`config.mk`:
```
export PLATFORM = sky130hd
export DESIGN_NAME = vx_wb_arbiter_flat
export DESIGN_NICKNAME = d
export VERILOG_FILES = /design/src/rtl/vx_wb_arbiter_if.sv /design/src/rtl/vx_wb_arbiter.sv /design/src/flat_wrapper.sv
export SDC_FILE = /design/constraint.sdc
export NUM_CORES = 1
export LEC_CHECK = 0
export CAP_MARGIN = 15
export CORE_AREA = 2 2 364 366
export CTS_CLUSTER_DIAMETER = 120
export DETAILED_ROUTE_END_ITERATION = 10
export DIE_AREA = 0 0 366 368
export GPL_ROUTABILITY_DRIVEN = 0
export GPL_TIMING_DRIVEN = 0
export SYNTH_ARGS = -nofsm -noshare
export SYNTH_HDL_FRONTEND = slang
export SYNTH_SLANG_ARGS = --single-unit
```
`constraint.sdc`:
```
create_clock -name clk -period 9.4 [get_ports clk]
set_clock_uncertainty 0.15 [all_clocks]
set_input_delay 1.88 -clock clk [delete_from_list [all_inputs] [get_ports clk]]
set_output_delay 1.88 -clock clk [all_outputs]
set_load 0.01 [all_outputs]
```
`src/rtl/vx_wb_arbiter_if.sv`:
```
`default_nettype none
// ============================================================================
// Module   : vx_wb_arbiter_if
// Brief    : Result-source bundle and GPR writeback/release bundle for the
//            writeback arbiter.
// Revision : 1.0
// ============================================================================
interface vx_wb_arbiter_if #(
    parameter int NUM_UNITS   = 4,
    parameter int NUM_THREADS = 4,
    parameter int XLEN        = 32,
    parameter int NR_BITS     = 6,
    parameter int WIS_BITS    = 2,
    parameter int PC_BITS     = 30
);
    logic [NUM_UNITS-1:0]                  in_valid;
    logic [NUM_UNITS-1:0]                  in_ready;
    logic [NUM_UNITS*WIS_BITS-1:0]         in_wis;
    logic [NUM_UNITS*NUM_THREADS-1:0]      in_tmask;
    logic [NUM_UNITS*PC_BITS-1:0]          in_PC;
    logic [NUM_UNITS-1:0]                  in_wb;
    logic [NUM_UNITS*NR_BITS-1:0]          in_rd;
    logic [NUM_UNITS*NUM_THREADS*XLEN-1:0] in_data;
    logic [NUM_UNITS-1:0]                  in_sop;
    logic [NUM_UNITS-1:0]                  in_eop;

    logic                                  wb_valid;
    logic [WIS_BITS-1:0]                   wb_wis;
    logic [NUM_THREADS-1:0]                wb_tmask;
    logic [PC_BITS-1:0]                    wb_PC;
    logic [NR_BITS-1:0]                    wb_rd;
    logic [NUM_THREADS*XLEN-1:0]           wb_data;
    logic                                  wb_sop;
    logic                                  wb_eop;

    logic                                  rel_valid;
    logic [WIS_BITS-1:0]                   rel_wis;
    logic [NR_BITS-1:0]                    rel_rd;

    modport master (
        output in_valid, in_wis, in_tmask, in_PC, in_wb, in_rd, in_data, in_sop, in_eop,
        input  in_ready,
        input  wb_valid, wb_wis, wb_tmask, wb_PC, wb_rd, wb_data, wb_sop, wb_eop,
        input  rel_valid, rel_wis, rel_rd
    );

    modport slave (
        input  in_valid, in_wis, in_tmask, in_PC, in_wb, in_rd, in_data, in_sop, in_eop,
        output in_ready,
        output wb_valid, wb_wis, wb_tmask, wb_PC, wb_rd, wb_data, wb_sop, wb_eop,
        output rel_valid, rel_wis, rel_rd
    );
endinterface
`default_nettype wire

```
`src/rtl/vx_wb_arbiter.sv`:
```
`default_nettype none
// ============================================================================
// Module   : vx_wb_arbiter
// Brief    : Packet-granular round-robin merge of execution-unit results onto
//            the single GPR writeback port, with scoreboard release at eop.
// Revision : 1.0
// ============================================================================
module vx_wb_arbiter #(
    parameter int NUM_UNITS     = 4,
    parameter int NUM_THREADS   = 4,
    parameter int XLEN          = 32,
    parameter int NR_BITS       = 6,
    parameter int WIS_BITS      = 2,
    parameter int PC_BITS       = 30,
    parameter int PERF_CTR_BITS = 44
) (
    input  wire                      clk,
    input  wire                      reset,
    vx_wb_arbiter_if.slave           bus,
    output logic [PERF_CTR_BITS-1:0] perf_stalls
);
    localparam int c_ptr_w  = (NUM_UNITS > 1) ? $clog2(NUM_UNITS) : 1;
    localparam int c_data_w = NUM_THREADS * XLEN;

    typedef enum logic [0:0] {
        ST_OPEN   = 1'b0,
        ST_LOCKED = 1'b1
    } lock_state_t;

    lock_state_t                r_state, w_state_nxt;
    logic [c_ptr_w-1:0]         r_rr_ptr, w_rr_ptr_nxt;
    logic [c_ptr_w-1:0]         r_lock_idx, w_lock_idx_nxt;
    logic [NUM_UNITS-1:0]       w_grant;
    logic [c_ptr_w-1:0]         w_gidx;
    logic                       w_accept;
    int                         w_idx;
    logic                       w_sop, w_eop, w_wb, w_write;
    logic [NR_BITS-1:0]         w_rd;
    logic                       w_stall;
    logic [PERF_CTR_BITS-1:0]   r_perf;
    logic                       r_wb_valid, r_rel_valid;
    logic [WIS_BITS-1:0]        r_wb_wis;
    logic [NUM_THREADS-1:0]     r_wb_tmask;
    logic [PC_BITS-1:0]         r_wb_pc;
    logic [NR_BITS-1:0]         r_wb_rd;
    logic [c_data_w-1:0]        r_wb_data;
    logic                       r_wb_sop, r_wb_eop;

    // Scan from the pointer with wrap; while locked only the owner can match.
    always_comb begin
        w_grant  = '0;
        w_gidx   = '0;
        w_accept = 1'b0;
        w_idx    = 0;
        for (int k = 0; k < NUM_UNITS; k++) begin
            w_idx = int'(r_rr_ptr) + k;
            if (w_idx >= NUM_UNITS) w_idx = w_idx - NUM_UNITS;
            if (!w_accept && bus.in_valid[w_idx] &&
                (r_state == ST_OPEN || c_ptr_w'(w_idx) == r_lock_idx)) begin
                w_accept       = 1'b1;
                w_gidx         = c_ptr_w'(w_idx);
                w_grant[w_idx] = 1'b1;
            end
        end
    end

    assign bus.in_ready = w_grant;
    assign w_sop        = bus.in_sop[w_gidx];
    assign w_eop        = bus.in_eop[w_gidx];
    assign w_wb         = bus.in_wb[w_gidx];
    assign w_rd         = bus.in_rd[w_gidx*NR_BITS +: NR_BITS];
    assign w_write      = w_accept && w_wb && (w_rd != '0);
    assign w_stall      = |(bus.in_valid & ~w_grant);

    always_comb begin
        w_state_nxt    = r_state;
        w_lock_idx_nxt = r_lock_idx;
        w_rr_ptr_nxt   = r_rr_ptr;
        if (w_accept) begin
            if (w_eop) begin
                w_state_nxt  = ST_OPEN;
                w_rr_ptr_nxt = (w_gidx == c_ptr_w'(NUM_UNITS - 1)) ? '0 : w_gidx + 1'b1;
            end else if (w_sop) begin
                w_state_nxt    = ST_LOCKED;
                w_lock_idx_nxt = w_gidx;
            end
        end
    end

    always_ff @(posedge clk) begin
        if (reset) begin
            r_state     <= ST_OPEN;
            r_rr_ptr    <= '0;
            r_lock_idx  <= '0;
            r_perf      <= '0;
            r_wb_valid  <= 1'b0;
            r_rel_valid <= 1'b0;
        end else begin
            r_state     <= w_state_nxt;
            r_rr_ptr    <= w_rr_ptr_nxt;
            r_lock_idx  <= w_lock_idx_nxt;
            r_perf      <= r_perf + PERF_CTR_BITS'(w_stall);
            r_wb_valid  <= w_write;
            r_rel_valid <= w_write && w_eop;
        end
    end

    // Payload needs no reset: it is only meaningful alongside the strobes.
    always_ff @(posedge clk) begin
        if (w_accept) begin
            r_wb_wis   <= bus.in_wis[w_gidx*WIS_BITS +: WIS_BITS];
            r_wb_tmask <= bus.in_tmask[w_gidx*NUM_THREADS +: NUM_THREADS];
            r_wb_pc    <= bus.in_PC[w_gidx*PC_BITS +: PC_BITS];
            r_wb_rd    <= w_rd;
            r_wb_data  <= bus.in_data[w_gidx*c_data_w +: c_data_w];
            r_wb_sop   <= w_sop;
            r_wb_eop   <= w_eop;
        end
    end

    assign bus.wb_valid  = r_wb_valid;
    assign bus.wb_wis    = r_wb_wis;
    assign bus.wb_tmask  = r_wb_tmask;
    assign bus.wb_PC     = r_wb_pc;
    assign bus.wb_rd     = r_wb_rd;
    assign bus.wb_data   = r_wb_data;
    assign bus.wb_sop    = r_wb_sop;
    assign bus.wb_eop    = r_wb_eop;
    assign bus.rel_valid = r_rel_valid;
    assign bus.rel_wis   = r_wb_wis;
    assign bus.rel_rd    = r_wb_rd;
    assign perf_stalls   = r_perf;

    a_sop_when_open: assert property (@(posedge clk) disable iff (reset)
        (w_accept && r_state == ST_OPEN) |-> w_sop);

endmodule
`default_nettype wire

```
`src/flat_wrapper.sv`:
```
// flat-port wrapper written by rule: the top's interface ports become plain ports
module vx_wb_arbiter_flat 
#(
    parameter int NUM_UNITS     = 4,
    parameter int NUM_THREADS   = 4,
    parameter int XLEN          = 32,
    parameter int NR_BITS       = 6,
    parameter int WIS_BITS      = 2,
    parameter int PC_BITS       = 30,
    parameter int PERF_CTR_BITS = 44
)
  (clk, reset, perf_stalls, bus_in_valid, bus_in_wis, bus_in_tmask, bus_in_PC, bus_in_wb, bus_in_rd, bus_in_data, bus_in_sop, bus_in_eop, bus_in_ready, bus_wb_valid, bus_wb_wis, bus_wb_tmask, bus_wb_PC, bus_wb_rd, bus_wb_data, bus_wb_sop, bus_wb_eop, bus_rel_valid, bus_rel_wis, bus_rel_rd);
  vx_wb_arbiter_if #(.NUM_UNITS(NUM_UNITS), .NUM_THREADS(NUM_THREADS), .XLEN(XLEN), .NR_BITS(NR_BITS), .WIS_BITS(WIS_BITS), .PC_BITS(PC_BITS)) bus_i ();
  input  wire clk;
  input  wire reset;
  output logic [PERF_CTR_BITS-1:0] perf_stalls;
  input wire logic [$bits(bus_i.in_valid)-1:0] bus_in_valid;
  input wire logic [$bits(bus_i.in_wis)-1:0] bus_in_wis;
  input wire logic [$bits(bus_i.in_tmask)-1:0] bus_in_tmask;
  input wire logic [$bits(bus_i.in_PC)-1:0] bus_in_PC;
  input wire logic [$bits(bus_i.in_wb)-1:0] bus_in_wb;
  input wire logic [$bits(bus_i.in_rd)-1:0] bus_in_rd;
  input wire logic [$bits(bus_i.in_data)-1:0] bus_in_data;
  input wire logic [$bits(bus_i.in_sop)-1:0] bus_in_sop;
  input wire logic [$bits(bus_i.in_eop)-1:0] bus_in_eop;
  output wire logic [$bits(bus_i.in_ready)-1:0] bus_in_ready;
  output wire logic [$bits(bus_i.wb_valid)-1:0] bus_wb_valid;
  output wire logic [$bits(bus_i.wb_wis)-1:0] bus_wb_wis;
  output wire logic [$bits(bus_i.wb_tmask)-1:0] bus_wb_tmask;
  output wire logic [$bits(bus_i.wb_PC)-1:0] bus_wb_PC;
  output wire logic [$bits(bus_i.wb_rd)-1:0] bus_wb_rd;
  output wire logic [$bits(bus_i.wb_data)-1:0] bus_wb_data;
  output wire logic [$bits(bus_i.wb_sop)-1:0] bus_wb_sop;
  output wire logic [$bits(bus_i.wb_eop)-1:0] bus_wb_eop;
  output wire logic [$bits(bus_i.rel_valid)-1:0] bus_rel_valid;
  output wire logic [$bits(bus_i.rel_wis)-1:0] bus_rel_wis;
  output wire logic [$bits(bus_i.rel_rd)-1:0] bus_rel_rd;
  assign bus_i.in_valid = bus_in_valid;
  assign bus_i.in_wis = bus_in_wis;
  assign bus_i.in_tmask = bus_in_tmask;
  assign bus_i.in_PC = bus_in_PC;
  assign bus_i.in_wb = bus_in_wb;
  assign bus_i.in_rd = bus_in_rd;
  assign bus_i.in_data = bus_in_data;
  assign bus_i.in_sop = bus_in_sop;
  assign bus_i.in_eop = bus_in_eop;
  assign bus_in_ready = bus_i.in_ready;
  assign bus_wb_valid = bus_i.wb_valid;
  assign bus_wb_wis = bus_i.wb_wis;
  assign bus_wb_tmask = bus_i.wb_tmask;
  assign bus_wb_PC = bus_i.wb_PC;
  assign bus_wb_rd = bus_i.wb_rd;
  assign bus_wb_data = bus_i.wb_data;
  assign bus_wb_sop = bus_i.wb_sop;
  assign bus_wb_eop = bus_i.wb_eop;
  assign bus_rel_valid = bus_i.rel_valid;
  assign bus_rel_wis = bus_i.rel_wis;
  assign bus_rel_rd = bus_i.rel_rd;
  vx_wb_arbiter #(.NUM_UNITS(NUM_UNITS), .NUM_THREADS(NUM_THREADS), .XLEN(XLEN), .NR_BITS(NR_BITS), .WIS_BITS(WIS_BITS), .PC_BITS(PC_BITS), .PERF_CTR_BITS(PERF_CTR_BITS)) u_core (.clk(clk), .reset(reset), .bus(bus_i), .perf_stalls(perf_stalls));
endmodule
```
======== Word-level counts from Yosys, hierarchy flattened ========
Cells that the tools add are included.
W data, S select, Z words.
storage, ports and cells
  output and inout port bits .............. 230
  register bits after elaboration ......... 223
  logic and storage cells ................. 126
cells by class
  add/sub/neg operators ................... 9
  shift operators ......................... 5
  $lt $le $gt $ge ......................... 13
  multiply operators ...................... 2
  equal/unequal tests ..................... 5
  reduce and logical (&&, ||, !) cells .... 27
  bitwise logic cells ..................... 7
  mux-type cells .......................... 45
operators by type and width
  cell                     number
  $shiftx A512 B10 Y128    1
  $ge A32 B1 Y1 const B    4
  $lt A32 B4 Y1 const B    4
  $mux W32                 4
  $shiftx A120 B8 Y30      1
  $ge A32 B4 Y1 const B    3
  $sub A32 B4 Y32 const B  3
  $add A44 B1 Y44          1
  $shiftx A24 B6 Y6        1
  $mux W1                  21
  $mux W4                  4
  $shiftx A16 B5 Y4        1
  $bmux W1 S2              7
  $logic_and A1 B1 Y1      14
  $or A4 B4 Y4             3
  $mux W2                  5
  $demux W1 S2             4
  $eq A2 B2 Y1             4
  $shiftx A8 B4 Y2         1
  $add A2 B2 Y3 const B    2
  $mul A2 B4 Y6 const B    1
  $reduce_bool A6 Y1       1
  $and A4 B4 Y4            1
  $logic_or A1 B1 Y1       4
  14 further kinds         18

======== Longest topological paths before layout ========
Gate-level depths: netlist (run 1).
  word-level depth ........................ 24
  gate-level depth with buffers ........... 23
  gate-level depth less buffers ........... 20

======== Worst setup path after synthesis (run 1) ========
OpenSTA, ideal clock, no wires.
  kind .................................... input-to-reg
  start point ............................. input port bus_in_valid[3]
  end point ............................... register u_core.r_rr_ptr[0]
  arrival ................................. 7.580 ns
  slack ................................... 1.542 ns
  stages .................................. 8
  cells stage by stage .................... mux4_2 nor2_1 o211ai_1 a21oi_1 nand2_1 o221ai_1 mux2i_1 nor2_1
between the ends
  elaborated cells between the ends (all ways) .. 36
RTL lines
  what                                         line                  source
  start, declared                              flat_wrapper.sv:17    input wire logic [$bits(bus_i.in_valid)-1:0] bus_in_valid;
  $bmux W1 S2                                  vx_wb_arbiter.sv:58   if (!w_accept && bus.in_valid[w_idx] &&
  $mux W1 (implied by the code) (2 in series)  vx_wb_arbiter.sv:58
  $logic_and A1 B1 Y1                          vx_wb_arbiter.sv:58
  $mux W1                                      vx_wb_arbiter.sv:58
  $logic_not A1 Y1                             vx_wb_arbiter.sv:58
  $logic_and A1 B1 Y1 (2 in series)            vx_wb_arbiter.sv:58
  $mux W1                                      vx_wb_arbiter.sv:58
  $logic_not A1 Y1                             vx_wb_arbiter.sv:58
  $logic_and A1 B1 Y1 (2 in series)            vx_wb_arbiter.sv:58
  $mux W1                                      vx_wb_arbiter.sv:58
  $logic_not A1 Y1                             vx_wb_arbiter.sv:58
  $logic_and A1 B1 Y1 (2 in series)            vx_wb_arbiter.sv:58
  $mux W1 (*)                                  vx_wb_arbiter.sv:58
  net u_core.w_accept                          vx_wb_arbiter.sv:35   logic w_accept;
  $reduce_and A2 Y1 (no line) (*)              -
  end signal, assigned                         vx_wb_arbiter.sv:100  r_rr_ptr <= w_rr_ptr_nxt;
  end, declared                                vx_wb_arbiter.sv:31   logic [c_ptr_w-1:0] r_rr_ptr, w_rr_ptr_nxt;
The timed path passes the listed nets; every way through them passes the cells marked *. The select of a mux whose other input is x is not followed.
A chain may end at the register's enable or synchronous reset.

======== Worst setup path after layout (run 1) ========
  start point ............................. input port bus_in_valid[2]
  end point ............................... register u_core.r_perf[42], in the netlist u_core.perf_stalls[42]
between the ends
  longest elaborated chain between the ends .. 21
  elaborated cells between the ends (all ways) .. 36
ends and longest elaborated chain
  what                                         line                  source
  $bmux W1 S2                                  vx_wb_arbiter.sv:58
  $mux W1 (implied by the code) (2 in series)  vx_wb_arbiter.sv:58
  $logic_and A1 B1 Y1                          vx_wb_arbiter.sv:58
  $mux W1                                      vx_wb_arbiter.sv:58
  $logic_not A1 Y1                             vx_wb_arbiter.sv:58
  $logic_and A1 B1 Y1 (2 in series)            vx_wb_arbiter.sv:58
  $mux W1                                      vx_wb_arbiter.sv:58
  $logic_not A1 Y1                             vx_wb_arbiter.sv:58
  $logic_and A1 B1 Y1 (2 in series)            vx_wb_arbiter.sv:58
  $mux W1                                      vx_wb_arbiter.sv:58
  $logic_not A1 Y1                             vx_wb_arbiter.sv:58
  $logic_and A1 B1 Y1 (2 in series)            vx_wb_arbiter.sv:58
  $mux W4                                      vx_wb_arbiter.sv:58
  $not A4 Y4                                   vx_wb_arbiter.sv:73   assign w_stall = |(bus.in_valid & ~w_grant);
  $and A4 B4 Y4 (*)                            vx_wb_arbiter.sv:73
  $reduce_or A4 Y1 (*)                         vx_wb_arbiter.sv:73
  $add A44 B1 Y44 (*)                          vx_wb_arbiter.sv:102  r_perf <= r_perf + PERF_CTR_BITS'(w_stall);
  end signal, assigned                         vx_wb_arbiter.sv:102
  end, declared                                vx_wb_arbiter.sv:40   logic [PERF_CTR_BITS-1:0] r_perf;
Mark *: on every way between the ends. The rest lies on a longest branch, timed or not. The select of a mux whose other input is x is not followed.

==> metrics.md, run 1 <==
| Metric | Value |
|---|---|
| Min Tclk post-route | 6880 ps |
| Net Count, Synth | 2357 |
| Placed Area | 25100 um2 |
| CTS H-Tree Depth | 2 |
| Pleak | 10.0 nW |
| First-pass GRT wire length | 147000 um |
| Yosys reg bits | 223 |
| Critical Path End | u_core.perf_stalls[42]$_SDFF_PP0_ |
| Die Y | 368 um |
| Grt total ovfl | 0 |
| Period utilization | 73.2% |
| Post-synth EDFFs | 172 |
| Worst Hold Slack | 346 ps |
| Least-Margin Pin Slew | 1180 ps |
| Maximum clock path buffer count | 3 |
| Post-synthesis cell type count | 63 |
| Seq/Total Area, Yosys | 45.8% |
| Layout Area Growth over Synthesis | 94.7% |
| Post-detailed-route count of antenna-violating nets | 0 |
| Fmax achieved | 145 MHz |
| Die area | 135000 um2 |
| Number of vias after detailed routing | 17400 |
| CP startpoint kind | primary input |
| Nets | 3326 |
| Largest net degree at the start of global routing | 54 |
| Kind of critical path | primary input to flop |
| Die Width | 366 um |
| Total wire length | 114000 um |
| Reg-to-Reg End | u_core.perf_stalls[42]$_SDFF_PP0_ |
| Commonest non-fill, non-tap cell in the layout | clkdlybuf4s50_1 |
| PortBufs | 926 |
| Crit. Startpoint | bus_in_valid[2] |
| Critical R2R Launch | u_core.r_rr_ptr[0]$_SDFFE_PP0P_ |
| Tot Pwr | 9.30 mW |
| Avg Cell Area, Syn | 8.20 um2 |
| Max VDD drop | 113 uV |
| Placed insts | 4334 |
| CP max stage delay | 680 ps |
| Most used DFF post-synth | edfxtp_1 |
| Initial DRC count | 1367 |
| Row count | 133 |
| Arr. time, crit path | 7210 ps |
| DRC Markers | 0 |
| WL/cell | 25.8 um |
| Gr usage total | 16.0% |
| Worst R2R Setup Slack | 2840 ps |
| Clk slew on worst S/H paths | 50 ps |
| Total clock sinks | 223 |
| CTS Hold Bufs | 0 |
| # setup viols final | 0 |
| Relative slew slack | 21.1% |
| Vias/cell | 3.93 |
| Pwr dens | 354 nW/um2 |
| Worst EP required | 9740 ps |
| Crit path max-delay cell type | nor3_1 |
| Core area | 131000 um2 |
| Most frequent cells in the layout | clkdlybuf4s50_1, nand2_1, edfxtp_1 |
| CP cell instances | clkdlybuf4s50_1, mux4_2, and2_0, clkbuf_1, a221oi_1, o21ai_0, o221ai_1, ha_1, ha_1, and4_1, nand4_1, nor3_1, and2_1, nand4_1, clkbuf_1, or3_1, a21oi_1 |
| Min-Delay Path Class | flop to flop |
| Reg2Reg Depth | 20 |
| CTS Buf Count | 36 |
| Crit end category | flop |
| Cell area after layout | 26300 um2 |
| DRT Pass-1 Iters | 6 |
| Yosys warning total | 0 |
| # IOs | 928 |
| Worst-skew pair later-pin latency | 560 ps |
| Max FO, Critical Path | 10 |
| Ratio of cells with drive above 1 in the final layout | 5.79% |
| Fillers | 14600 |
| Async S/R FF share, synth | 0% |
| Post-CTS Setup Bufs | 0 |
| Final Instance Count excl. Fillers | 4427 |
| Max-slew violations | 0 |
| TritonCTS clock tree | done |
| Hold violation count in the final report | 0 |
| Initial antenna violation count | 65 |
| Initial Utilization | 10.3% |
| Vias in the first global route | 16900 |
| PostCTS Resize Cnt | 0 |
| Post-Syn Area | 13500 um2 |
| Max cap viols | 0 |
| RSZ-0062 raised after global routing | no |
| Post-Syn Instances | 1648 |
| Clock root cell | clkbuf_16 |
| HPWL Detailed | 95100 um |
| Status | completed |
[through the flow]
stage	setup TNS, ps	worst slack, ps	utilization, %
CTS	0	2420	20.1
finish	0	2520	20.1
global route	0	2090	20.1
floorplan	0	1540	-
detailed placement	0	1800	19.2
global placement	-363430	-3260	19.1
[area by class of cell]
cell class	count	area (um2)	share of cell area, %
Buffer	135	751	2.85
Multi-Input combinational cell	1278	6540	24.9
Clock inverter	15	120	0.457
Sequential cell	223	6190	23.5
Timing Repair Buffer	931	9390	35.7
Tap cell	1755	2200	8.35
Antenna cell	29	72.6	0.276
Inverter	12	46.3	0.176
Clock buffer	49	1000	3.81
[synth_stat cells (all sizes together), types with 13 or more instances]
| master | number | share of area [%] |
|---|---|---|
| xnor2 | 13 | 0.84 |
| nand3 | 29 | 1.1 |
| nor2 | 51 | 1.4 |
| dfxtp | 51 | 7.6 |
| o21ai | 29 | 1.1 |
| a32oi | 14 | 1.0 |
| nand2 | 674 | 19 |
| edfxtp | 172 | 38 |
| buf | 72 | 3.8 |
| xor2 | 26 | 1.7 |
| a31oi | 166 | 7.7 |
| clkbuf | 63 | 1.8 |
| and3 | 168 | 7.8 |
[registers in the layout, summed over array words and instances, names as in the netlist, 2 cells and up]
register	count
u_core.bus.rel_rd	6
u_core.bus.rel_wis	2
u_core.bus.wb_PC	30
u_core.bus.wb_data	128
u_core.bus.wb_tmask	4
u_core.perf_stalls	44
u_core.r_lock_idx	2
u_core.r_rr_ptr	2
[routing by layer]
layer | track usage (%) | up-vias | share of wire [%]
met5 | 0 | - | 0.13
met4 | 7.63 | 24 | 4.7
met3 | 4.67 | 199 | 9.4
met2 | 25.6 | 1063 | 45
met1 | 19.7 | 8365 | 40
li1 | - | 7756 | -
[logic make-up (layout without fill, tap and decap cells)]
| kind of cell | after synthesis | in the layout | share of synthesized area, % |
|---|---|---|---|
| and+or+nand+nor | 965 | 965 | 31.2 |
| AOI/OAI and AO/OA | 251 | 251 | 12.3 |
| DFF | 223 | 223 | 45.8 |
| buffers and inverters | 147 | 1142 | 5.90 |
| xor gates and xnor gates | 39 | 39 | 2.58 |
| muxes | 12 | 12 | 1.19 |
| adders and majority gates | 11 | 11 | 1.02 |
| other | 0 | 29 | 0 |
[worst min path at each step]
stage / end / slack, ps / from / depth (start not counted)
global placement: u_core.perf_stalls[43]$_SDFF_PP0_ / 320 / u_core.perf_stalls[43]$_SDFF_PP0_ / 2
floorplan: u_core.perf_stalls[43]$_SDFF_PP0_ / 350 / u_core.perf_stalls[43]$_SDFF_PP0_ / 2
CTS: u_core.perf_stalls[43]$_SDFF_PP0_ / 350 / u_core.perf_stalls[43]$_SDFF_PP0_ / 2
detailed placement: u_core.perf_stalls[43]$_SDFF_PP0_ / 340 / u_core.perf_stalls[43]$_SDFF_PP0_ / 2
finish: u_core.perf_stalls[43]$_SDFF_PP0_ / 350 / u_core.perf_stalls[43]$_SDFF_PP0_ / 2
global route: u_core.perf_stalls[43]$_SDFF_PP0_ / 380 / u_core.perf_stalls[43]$_SDFF_PP0_ / 2
[report_power, final]
part | leakage, nW | total (mW) | switching, mW | internal [mW]
combinational | 7.25 | 6.03 | 3.89 | 2.14
clock | 0.551 | 1.32 | 0.546 | 0.777
sequential | 2.20 | 1.95 | 0.167 | 1.79
[critical path, delay by kind of cell]
family / cells / cell delay, ps
buffers and inverters: 3 / 950
and+or+nand+nor: 7 / 2390
AOI/OAI and AO/OA: 4 / 870
adders and majority gates: 2 / 510
muxes: 1 / 580
Note: power is estimated with default switching activity, not from simulation.
==> inputs of run 2 (changes only) <==
==> constraint.sdc (replaced) <==
create_clock -name clk -period 6.74 [get_ports clk]
set_clock_uncertainty 0.15 [all_clocks]
set_input_delay 1.348 -clock clk [delete_from_list [all_inputs] [get_ports clk]]
set_output_delay 1.348 -clock clk [all_outputs]
set_load 0.01 [all_outputs]
==> run 2 against run 1 <==
Die area unchanged. Design area up 0.16%. Global-route usage down 0.23 points. Critical path type is now flop to flop. Largest power group unchanged.
==> metrics.md, run 2 (same netlist as run 1, synthesis figures left out) <==
| Metric | Value |
|---|---|
| Min Tclk post-route | 6300 ps |
| Vias in the first global route | 16700 (-1.4%) |
| Max reg flops | 128 (unchanged) |
| Pleak | 10.0 nW (+0.34%) |
| Clk slew on worst S/H paths | 60 ps (about the same) |
| Pre-CTS setup slack | -184 ps (-1980 ps) |
| WL/cell | 25.5 um (-1.3%) |
| Max-slew violations | 0 (unchanged) |
| Max cap viols | 0 (unchanged) |
| Vias/cell | 3.92 (-0.27%) |
| Pwr dens | 499 nW/um2 (+41%) |
| Die Y | 368 um (unchanged) |
| Largest net degree at the start of global routing | 71 (+31%) |
| Most frequent cells in the layout | clkdlybuf4s50_1, nand2_1, edfxtp_1 |
| DRC Markers | 0 (unchanged) |
| Total wire length | 112000 um (-1.6%) |
| CP startpoint kind | flop |
| Hold violation count in the final report | 0 (unchanged) |
| Commonest non-fill, non-tap cell in the layout | clkdlybuf4s50_1 |
| Clock root cell | clkbuf_16 |
| Fmax achieved | 159 MHz |
| Grt total ovfl | 0 (unchanged) |
| # IOs | 928 (unchanged) |
| Least-Margin Pin Slew | 1140 ps (-42.0 ps) |
| First-pass GRT wire length | 145000 um (-1.4%) |
| Worst-skew pair later-pin latency | 580 ps (+20 ps) |
| TritonCTS clock tree | done |
| Initial DRC count | 1326 (-3.0%) |
| Status | completed |
| Die Width | 366 um (unchanged) |
| Maximum clock path buffer count | 3 (unchanged) |
| Arr. time, crit path | 6630 ps (-580 ps) |
| Crit end category | flop |
| Die area | 135000 um2 (unchanged) |
| Core area | 131000 um2 (unchanged) |
| Period utilization | 93.5% |
| DRT Pass-1 Iters | 6 (unchanged) |
| Nets | 3326 (unchanged) |
| PortBufs | 926 (unchanged) |
| Total clock sinks | 223 (unchanged) |
| Initial antenna violation count | 45 (-31%) |
| Max FO, Critical Path | 10 (unchanged) |
| Worst Hold Slack | 350 ps (+4.64 ps) |
| CTS H-Tree Depth | 2 (unchanged) |
| Row count | 133 (unchanged) |
| Post-detailed-route count of antenna-violating nets | 0 (unchanged) |
| CTS Hold Bufs | 0 (unchanged) |
| Max VDD drop | 198 uV (+75%) |
| Layout Area Growth over Synthesis | 95.0% |
| Kind of critical path | flop to flop |
| CTS Buf Count | 36 (unchanged) |
| HPWL Detailed | 94200 um (-1.0%) |
| Relative slew slack | 23.9% (+2.8 points) |
| # setup viols final | 0 (unchanged) |
| RSZ-0062 raised after global routing | no |
| Worst EP required | 7070 ps (-2670 ps) |
| Initial Utilization | 10.3% (unchanged) |
| Gr usage total | 15.8% (-0.23 points) |
| Number of vias after detailed routing | 17300 (-0.63%) |
| Final worst slack | 437 ps (-2090 ps) |
| Min-Delay Path Class | flop to flop |
| Ratio of cells with drive above 1 in the final layout | 5.86% (+0.071 points) |
==> run 2: changes by cell type in the layout (fill, tap and decap cells not counted), moves of 2 or more <==
cell       before  now
buf_16          4    2
clkbuf_1       73   70
bufinv_16       1    3
diode_2        29   11
clkinv_2        9    3
clkinv_1        0    4
inv_6           3    5
buf_8           0    2
==> run 2: final timing paths <==
kind | to | startpoint | cells past startpoint | slack, ps
max reg2reg | u_core.perf_stalls[30]$_SDFF_PP0_ | u_core.r_rr_ptr[0]$_SDFFE_PP0P_ | 21 | 440
min reg2reg | u_core.perf_stalls[43]$_SDFF_PP0_ | u_core.perf_stalls[43]$_SDFF_PP0_ | 2 | 350
max | u_core.perf_stalls[30]$_SDFF_PP0_ | u_core.r_rr_ptr[0]$_SDFFE_PP0P_ | 21 | 440
min | u_core.perf_stalls[43]$_SDFF_PP0_ | u_core.perf_stalls[43]$_SDFF_PP0_ | 2 | 350
==> run 2: metal layers <==
layer  part of all wire (%)  up-vias  global-route usage, %  wire length, um
met5                  0.098        -                      0              110
met1                     42     8393                   19.8            46600
li1                       -     7732                      -                -
met3                    7.8      175                   3.85             8790
met4                    4.1       18                   5.77             4560
met2                     46      980                   26.3            52200
==> run 2: cell type report <==
type	instances	area [um2]
clock buffers	47	1020
diodes	11	27.5
flip-flops and latches	223	6190
inverters	12	46.3
fillers	14600	104000
plain buffers	135	751
clock inverters	19	199
multi-input cells	1278	6560
well taps	1755	2200
repair buffers	931	9360
==> run 2: through the flow <==
stage / TNS [ps] / power [mW] / area [um2] / instances / util [%]
2_1_floorplan: 0 / 6.40 / 13500 / 1648 / -
3_3_place_gp: -159740 / 11.3 / 25000 / 4329 / 19.1
3_5_place_dp: -741 / 11.3 / 25100 / 4334 / 19.2
4_1_cts: 0 / 13.4 / 26300 / 4400 / 20.1
5_1_grt: 0 / 13.9 / 26300 / 4404 / 20.1
6_report: 0 / 13.1 / 26300 / 4411 / 20.1
==> run 2: report_power, final <==
group | internal, mW | switching (mW) | total [mW]
sequential | 2.49 | 0.210 | 2.70
combinational | 2.98 | 5.47 | 8.45
clock | 1.19 | 0.809 | 2.00
==> run 2: worst max-delay path: stages, from the launching register on <==
cell,delay (ps)
dfxtp_1,430
buf_6,160
buf_2,240
inv_1,170
ha_1,470
mux4_2,610
and2_0,160
clkbuf_1,160
a221oi_1,340
o2bb2ai_1,160
o22a_1,220
o221ai_1,70
ha_1,260
ha_1,230
and4_1,280
nand4_1,280
nor3_4,530
and2_1,260
nand4_1,170
clkbuf_1,290
or3_1,410
a21oi_1,130
==> run 2: timing repair <==
item,CTS,global route
gates resized for setup,0,1
hold endpoints to repair,0,0
endpoints found under the setup margin,0,5
setup buffers,0,0
